`src/rtl/serial_sub_pkg.sv`:
```
// Shared types and helpers for the multi-cycle serial subtractor.
package serial_sub_pkg;

  typedef enum logic [1:0] {
    IDLE = 2'd0,
    RUN  = 2'd1,
    DONE = 2'd2
  } state_t;

  // Slice counter width; never below one bit so N=1 still has a legal counter.
  function automatic int unsigned cnt_w(input int unsigned width, input int unsigned step);
    int unsigned n;
    n = width / step;
    return (n <= 1) ? 1 : $clog2(n);
  endfunction

endpackage

```
`src/rtl/sub_slice.sv`:
```
// Combinational STEP-bit ripple subtractor built from 1-bit full-subtract cells.
module sub_slice #(
  parameter int unsigned STEP = 1
) (
  input  logic [STEP-1:0] a,
  input  logic [STEP-1:0] b,
  input  logic            bin,
  output logic [STEP-1:0] d,
  output logic            bout
);

  logic [STEP:0] br;

  assign br[0] = bin;

  for (genvar i = 0; i < STEP; i++) begin : g_cell
    assign d[i]    = a[i] ^ b[i] ^ br[i];
    assign br[i+1] = (~a[i] & b[i]) | (~(a[i] ^ b[i]) & br[i]);
  end

  assign bout = br[STEP];

endmodule

```
`src/rtl/serial_subtractor.sv`:
```
// Multi-cycle unsigned a - b - bin, STEP bits per clock with a registered borrow.
// Optional feature: SERIAL_SUB_SAT_EN saturates diff to zero on final borrow.
module serial_subtractor
  import serial_sub_pkg::*;
#(
  parameter int unsigned WIDTH = 8,
  parameter int unsigned STEP  = 1
) (
  input  logic             clk,
  input  logic             rst_n,
  input  logic             start,
  input  logic [WIDTH-1:0] a,
  input  logic [WIDTH-1:0] b,
  input  logic             bin,
  output logic             busy,
  output logic             done,
  output logic [WIDTH-1:0] diff,
  output logic             bout
);

  localparam int unsigned N  = WIDTH / STEP;
  localparam int unsigned CW = cnt_w(WIDTH, STEP);

  if (WIDTH < 1 || STEP < 1 || (WIDTH % STEP) != 0) begin : g_param_err
    $error("serial_subtractor: WIDTH must be >= 1 and a multiple of STEP");
  end

  state_t               state, state_d;
  logic [WIDTH-1:0]     a_sh, b_sh, res;
  logic                 borrow;
  logic [CW-1:0]        cnt;
  logic [STEP-1:0]      sd;
  logic                 sb;
  logic [WIDTH+STEP-1:0] res_cat;
  logic [WIDTH-1:0]     res_nx;
  logic                 accept, last;
  logic                 unused_bits;

  sub_slice #(.STEP(STEP)) u_slice (
    .a    (a_sh[STEP-1:0]),
    .b    (b_sh[STEP-1:0]),
    .bin  (borrow),
    .d    (sd),
    .bout (sb)
  );

  // Slice result enters from the MSB side; the dropped low bits are the old LSBs.
  assign res_cat     = {sd, res};
  assign res_nx      = res_cat[WIDTH+STEP-1:STEP];
  assign unused_bits = ^res_cat[STEP-1:0];

  always_ff @(posedge clk or negedge rst_n) begin
    if (!rst_n) state <= IDLE;
    else        state <= state_d;
  end

  always_comb begin
    state_d = state;
    accept  = 1'b0;
    last    = (state == RUN) && (cnt == CW'(N - 1));
    case (state)
      IDLE: begin
        if (start) begin
          accept  = 1'b1;
          state_d = RUN;
        end
      end
      RUN: begin
        if (last) state_d = DONE;
      end
      DONE: begin
        if (start) begin
          accept  = 1'b1;
          state_d = RUN;
        end else begin
          state_d = IDLE;
        end
      end
      default: state_d = IDLE;
    endcase
  end

  // Datapath and registered status outputs.
  always_ff @(posedge clk or negedge rst_n) begin
    if (!rst_n) begin
      a_sh   <= '0;
      b_sh   <= '0;
      res    <= '0;
      borrow <= 1'b0;
      cnt    <= '0;
      busy   <= 1'b0;
      done   <= 1'b0;
      diff   <= '0;
      bout   <= 1'b0;
    end else begin
      busy <= (state_d == RUN);
      done <= (state_d == DONE);
      if (accept) begin
        a_sh   <= a;
        b_sh   <= b;
        borrow <= bin;
        res    <= '0;
        cnt    <= '0;
      end else if (state == RUN) begin
        a_sh   <= a_sh >> STEP;
        b_sh   <= b_sh >> STEP;
        res    <= res_nx;
        borrow <= sb;
        cnt    <= cnt + CW'(1);
        if (last) begin
`ifdef SERIAL_SUB_SAT_EN
          diff <= sb ? '0 : res_nx;
`else
          diff <= res_nx;
`endif
          bout <= sb;
        end
      end
    end
  end

endmodule

```
`config.mk`:
```
export PLATFORM = sky130hd
export DESIGN_NAME = serial_subtractor
export DESIGN_NICKNAME = d
export VERILOG_FILES = /design/src/rtl/serial_sub_pkg.sv /design/src/rtl/sub_slice.sv /design/src/rtl/serial_subtractor.sv
export SDC_FILE = /design/constraint.sdc
export NUM_CORES = 1
export LEC_CHECK = 0
export ABC_AREA = 1
export ABC_CLOCK_PERIOD_IN_PS = 1400
export BUFFER_PORTS_ARGS = -buffer_cell sky130_fd_sc_hd__buf_2
export CELL_PAD_IN_SITES_DETAIL_PLACEMENT = 0
export CELL_PAD_IN_SITES_GLOBAL_PLACEMENT = 2
export CORE_ASPECT_RATIO = 0.7
export CORE_MARGIN = 10
export CORE_UTILIZATION = 31
export CTS_CLUSTER_DIAMETER = 30
export DETAILED_ROUTE_END_ITERATION = 10
export PLACE_DENSITY_LB_ADDON = 0.1
export RECOVER_POWER = 100
export SLEW_MARGIN = 15
export SYNTH_ARGS = -nofsm -noshare
export SYNTH_HDL_FRONTEND = slang
export SYNTH_SLANG_ARGS = --single-unit
```
`constraint.sdc`:
```
create_clock -name clk -period 1.4 [get_ports clk]
set_clock_uncertainty 0.1 [all_clocks]
set_input_delay 0.28 -clock clk [delete_from_list [all_inputs] [get_ports clk]]
set_output_delay 0.28 -clock clk [all_outputs]
set_load 0.02 [all_outputs]
```
# Yosys cells after proc, flatten, opt, wreduce, memory -nomap -nowiden
# Cells that the tools add are included.
# classes
add_sub_neg,1
eq_ne,5
mux,16
bitwise,8
n_reduce_logical,5
# ops
cell,count
$mux 8,6
$mux 3,2
$pmux 2 s3,1
$mux 1,5
$eq 2x1->1 const B,2
$eq 2x2->1 const B,2
$mux 2,2
$add 3x1->3 const B,1
$eq 3x3->1 const B,1
$not 1->1,3
$reduce_and 3->1,1
$and 1x1->1,2
$logic_not 2->1,1
$reduce_bool 2->1,1
$reduce_or 2->1,1
$xor 1x1->1,2
$logic_and 1x1->1,1
$or 1x1->1,1
# word_totals
register_bits,41
inputBits,20
out_inout_bits,11
elab_cells,45

# Depth between registers and ports, before layout
# logic_depth
ltp_word,6
ltp_mapped,7
depth_no_buf,6

# Cells and area by module
# A second synthesis with hierarchy kept.
# hier_totals
hier_cells,208
area_unflattened_um2,1814.2
# modules_own_cells
mod,n_inst,cells_per_inst,area_each_um2
serial_subtractor,1,204,1783.0
sub_slice,1,4,31.3

# Worst setup path after synthesis
# Ideal clock, no wire load.
# synth_timing
kind,reg-to-reg
startpoint,reg cnt[0]
endpoint,reg bout
setup_ns,0.117
arrival_ns,1.094
slack_ns,0.089
path_stages_with_launch,7
path_buffers,0
period_less_slack_ns,1.311
cell_sequence,dfrtp_1 -> ha_1 -> ha_1 -> inv_1 -> nor2_8 -> nand2_1 -> nand2_1
# synth_between
elab_chain_cells,3
# synth_rtl
item,line_no,text
start: declaration,serial_subtractor.sv:31,logic [CW-1:0] cnt;
start signal: assignment,serial_subtractor.sv:109,cnt <= cnt + CW'(1);
$eq 3x3->1,serial_subtractor.sv:60,last = (state == RUN) && (cnt == CW'(N - 1));
$logic_and 1x1->1,serial_subtractor.sv:60,
$reduce_and 3->1 (no source line),-,
end signal: assignment,serial_subtractor.sv:94,bout <= 1'b0;
end signal: assignment,serial_subtractor.sv:116,bout <= sb;
end: declaration,serial_subtractor.sv:18,output logic bout
# No other way between the ends.
# A chain may end at the register's enable or synchronous reset.

# Final worst setup path
# layout_timing
startpoint,reg cnt[0]
endpoint,reg state[1]
# layout_between
elab_chain_cells,4
# layout_rtl
item,line_no,text
$eq 3x3->1,serial_subtractor.sv:60,
$logic_and 1x1->1,serial_subtractor.sv:60,
$mux 2,serial_subtractor.sv:69,if (last) state_d = DONE;
$pmux 2 s3,serial_subtractor.sv:61,case (state)
end signal: assignment,serial_subtractor.sv:54,else state <= state_d;
end: declaration,serial_subtractor.sv:28,"state_t state, state_d;"
# No other way between the ends.

==> results.toml <==
[run_status]
status = "completed"

[route]
wl_mm = 4.48
wl_per_cell_um = 13.6
via_per_inst = 4.44
drt-initial-drc-count = 43
ant_nets = 0
drtPass1Iterations = 4
vias = 1466
drc_errors = 0

[place]
detailed_place_hpwl_mm = 3.12
io_buffers = 30
gp_congestion = 0.710
pre_cts_ws_ps = -49.0

[cells_and_area]
multiInputGateArea_um2 = 791
seqCellArea_um2 = 1000
fillers = 652
drive_gt1_frac = 0.258
synthToLayoutAreaGrowth_pct = 18.1
fin_nets = 274
num_antenna_cells = 0

[yosys]
synth_ff_type = "dfrtp_1"
yosys.area.top_type = "dfrtp_1"
ys_top_cells_by_area = "dfrtp_1 (51%), nand2_1 (17%), nand3_2 (10%), nand3_1 (5.6%), buf_12 (3.0%)"
synth_common_cells = "nand2_1 (91), dfrtp_1 (40), nand3_1 (22)"
synth_top_area_share = 0.507
yosysWarnings = 0
avgSynthCellArea_um2 = 9.49
synth_fp_nets = 231
ys_seq_area_frac = 0.507
syn_inst = 208
synth-seq-cells = 40
yosysMostFrequentCell = "nand2_1"
synth_cell_types = 19
syn_area_um2 = 1970
async_reset_ff_frac = 1.00
synth_edf_count = 0

[worst_setup_path]
critPathMaxFanout = 5
crit_arrival_ps = 1470
rrSetupSlack_ps = 70
crit_path_start_kind = "register"
cp.required_ps = 1540
crit_type = "register to register"
end_kind = "register"

[timing]
hold_viol = 0
setup-violations-final = 0
setup_slack_ps = 68.7
slew_violations = 0
max_clock_freq_mhz = 751
min_period_ps = 1330
period_share = 0.951
worst_slew_pin_slew_ps = 571
slew_headroom = 0.619
whs_ps = 77.4
rsz0062_at_grt = "false"

[global_route]
grt_overflow = 0
grt_use_total = 0.0969
grt_pass1_vias = 1560
grt_pass1_wl_mm = 7.67
antenna_found_initial = 0
grt_max_degree = 41

[power]
irDropWorstVdd_v = 0.000541
power_density_nw_per_um2 = 2270
leakage_nw = 1.23

[clocking]
path_clk_slew_ps = 80
htree_levels = 2
clkLatencyLatePin_ps = 300
cts_buffers = 5
clock-root-buffer = "clkbuf_8"
cts_tree = "yes"
cts.sinks = 40
clk_path_buf_depth = 2

[floorplanning]
rows = 24
core_um2 = 6220
die_w_um = 115
ios = 31
die-area_um2 = 10000
start_util = 0.317
die_h_um = 86.8

[min_path]
hold_path.class = "input pin to register"

[run]
max-cap-violations = 0
==> area by class of cell <==
type | instances | area share
Tap cell | 78 | 0.0419
Timing Repair Buffer | 44 | 0.120
Inverter | 13 | 0.0231
Clock buffer | 6 | 0.0311
Clock inverter | 2 | 0.0150
Multi-Input combinational cell | 147 | 0.339
Sequential cell | 40 | 0.430
==> worst max-delay path: stages (launching register included) <==
cell      delay, ps
dfrtp_1         370
ha_1            200
ha_4            180
inv_4            60
nor2_4          200
clkbuf_4        170
==> cell usage in the layout, fill, tap and decap left out, types with 2 or more instances in the layout <==
cell type	instances
clkbuf_1	12
nor2_4	3
inv_1	11
nand3_2	15
nand3_1	27
dfrtp_1	39
clkbuf_8	5
buf_12	3
nand2_4	3
nand2_1	91
inv_4	2
buf_2	19
buf_4	6
clkbuf_4	3
o21ai_0	3
==> routing by layer <==
layer | share of wire | vias up | GRT usage
li1 | - | 744 | -
met1 | 0.51 | 690 | 0.127
met2 | 0.43 | 27 | 0.145
met3 | 0.052 | 5 | 0.0331
met4 | 0.011 | 0 | 0.0344
met5 | 0 | - | 0
==> final timing paths <==
| check | from | cells after the start | to |
|---|---|---|---|
| max | cnt[0]$_DFFE_PN0P_ | 5 | state[1]$_DFF_PN0_ |
| min | a[7] | 3 | a_sh[7]$_DFFE_PN0P_ |
| max reg2reg | cnt[0]$_DFFE_PN0P_ | 5 | state[1]$_DFF_PN0_ |
| min reg2reg | diff[2]$_DFFE_PN0P_ | 2 | diff[2]$_DFFE_PN0P_ |
| max in group asynchronous | rst_n | 3 | state[0]$_DFF_PN0_ |
| min in group asynchronous | rst_n | 3 | diff[2]$_DFFE_PN0P_ |
==> per-stage QoR <==
stage	utilization	TNS (ps)	power, mW	instances	area, um2
floorplan	-	0	3.88	208	1970
CTS	0.381	0	5.47	328	2370
finish	0.375	0	5.30	330	2330
global placement	0.362	-25.4	4.43	319	2250
detailed placement	0.362	-206	4.48	319	2250
global route	0.375	0	5.79	330	2330
==> flip-flops by register name, indices dropped and copies added, names as in the netlist <==
register and count:
done 1, state 2, b_sh 8, busy 1, cnt 3, diff 8, a_sh 8, borrow 1
bout 1, res 7
==> cell families after synthesis <==
group,Yosys count,share of synthesized area
AO/OA/AOI/OAI,3,0.00761
buffers and inverters,22,0.0850
adder cells (fa/ha/maj),3,0.0228
AND/OR/NAND/NOR,140,0.377
flip-flops,40,0.507
==> power by group <==
group | leakage [nW] | switching (mW) | internal (mW)
logic | 0.672 | 1.39 | 0.906
registers | 0.498 | 0.363 | 1.69
clock network | 0.0552 | 0.416 | 0.529
==> timing repair <==
item / 4_1_cts / 5_1_grt
pin swaps: 0 / 2
setup endpoints to repair: 17 / 7
hold buffers: 1 / 0
resized for setup: 3 / 3
setup buffers: 0 / 1
gates cloned: 0 / 1
endpoints found under the hold margin: 40 / 0
No activity file was read; power rests on OpenSTA's default activity.
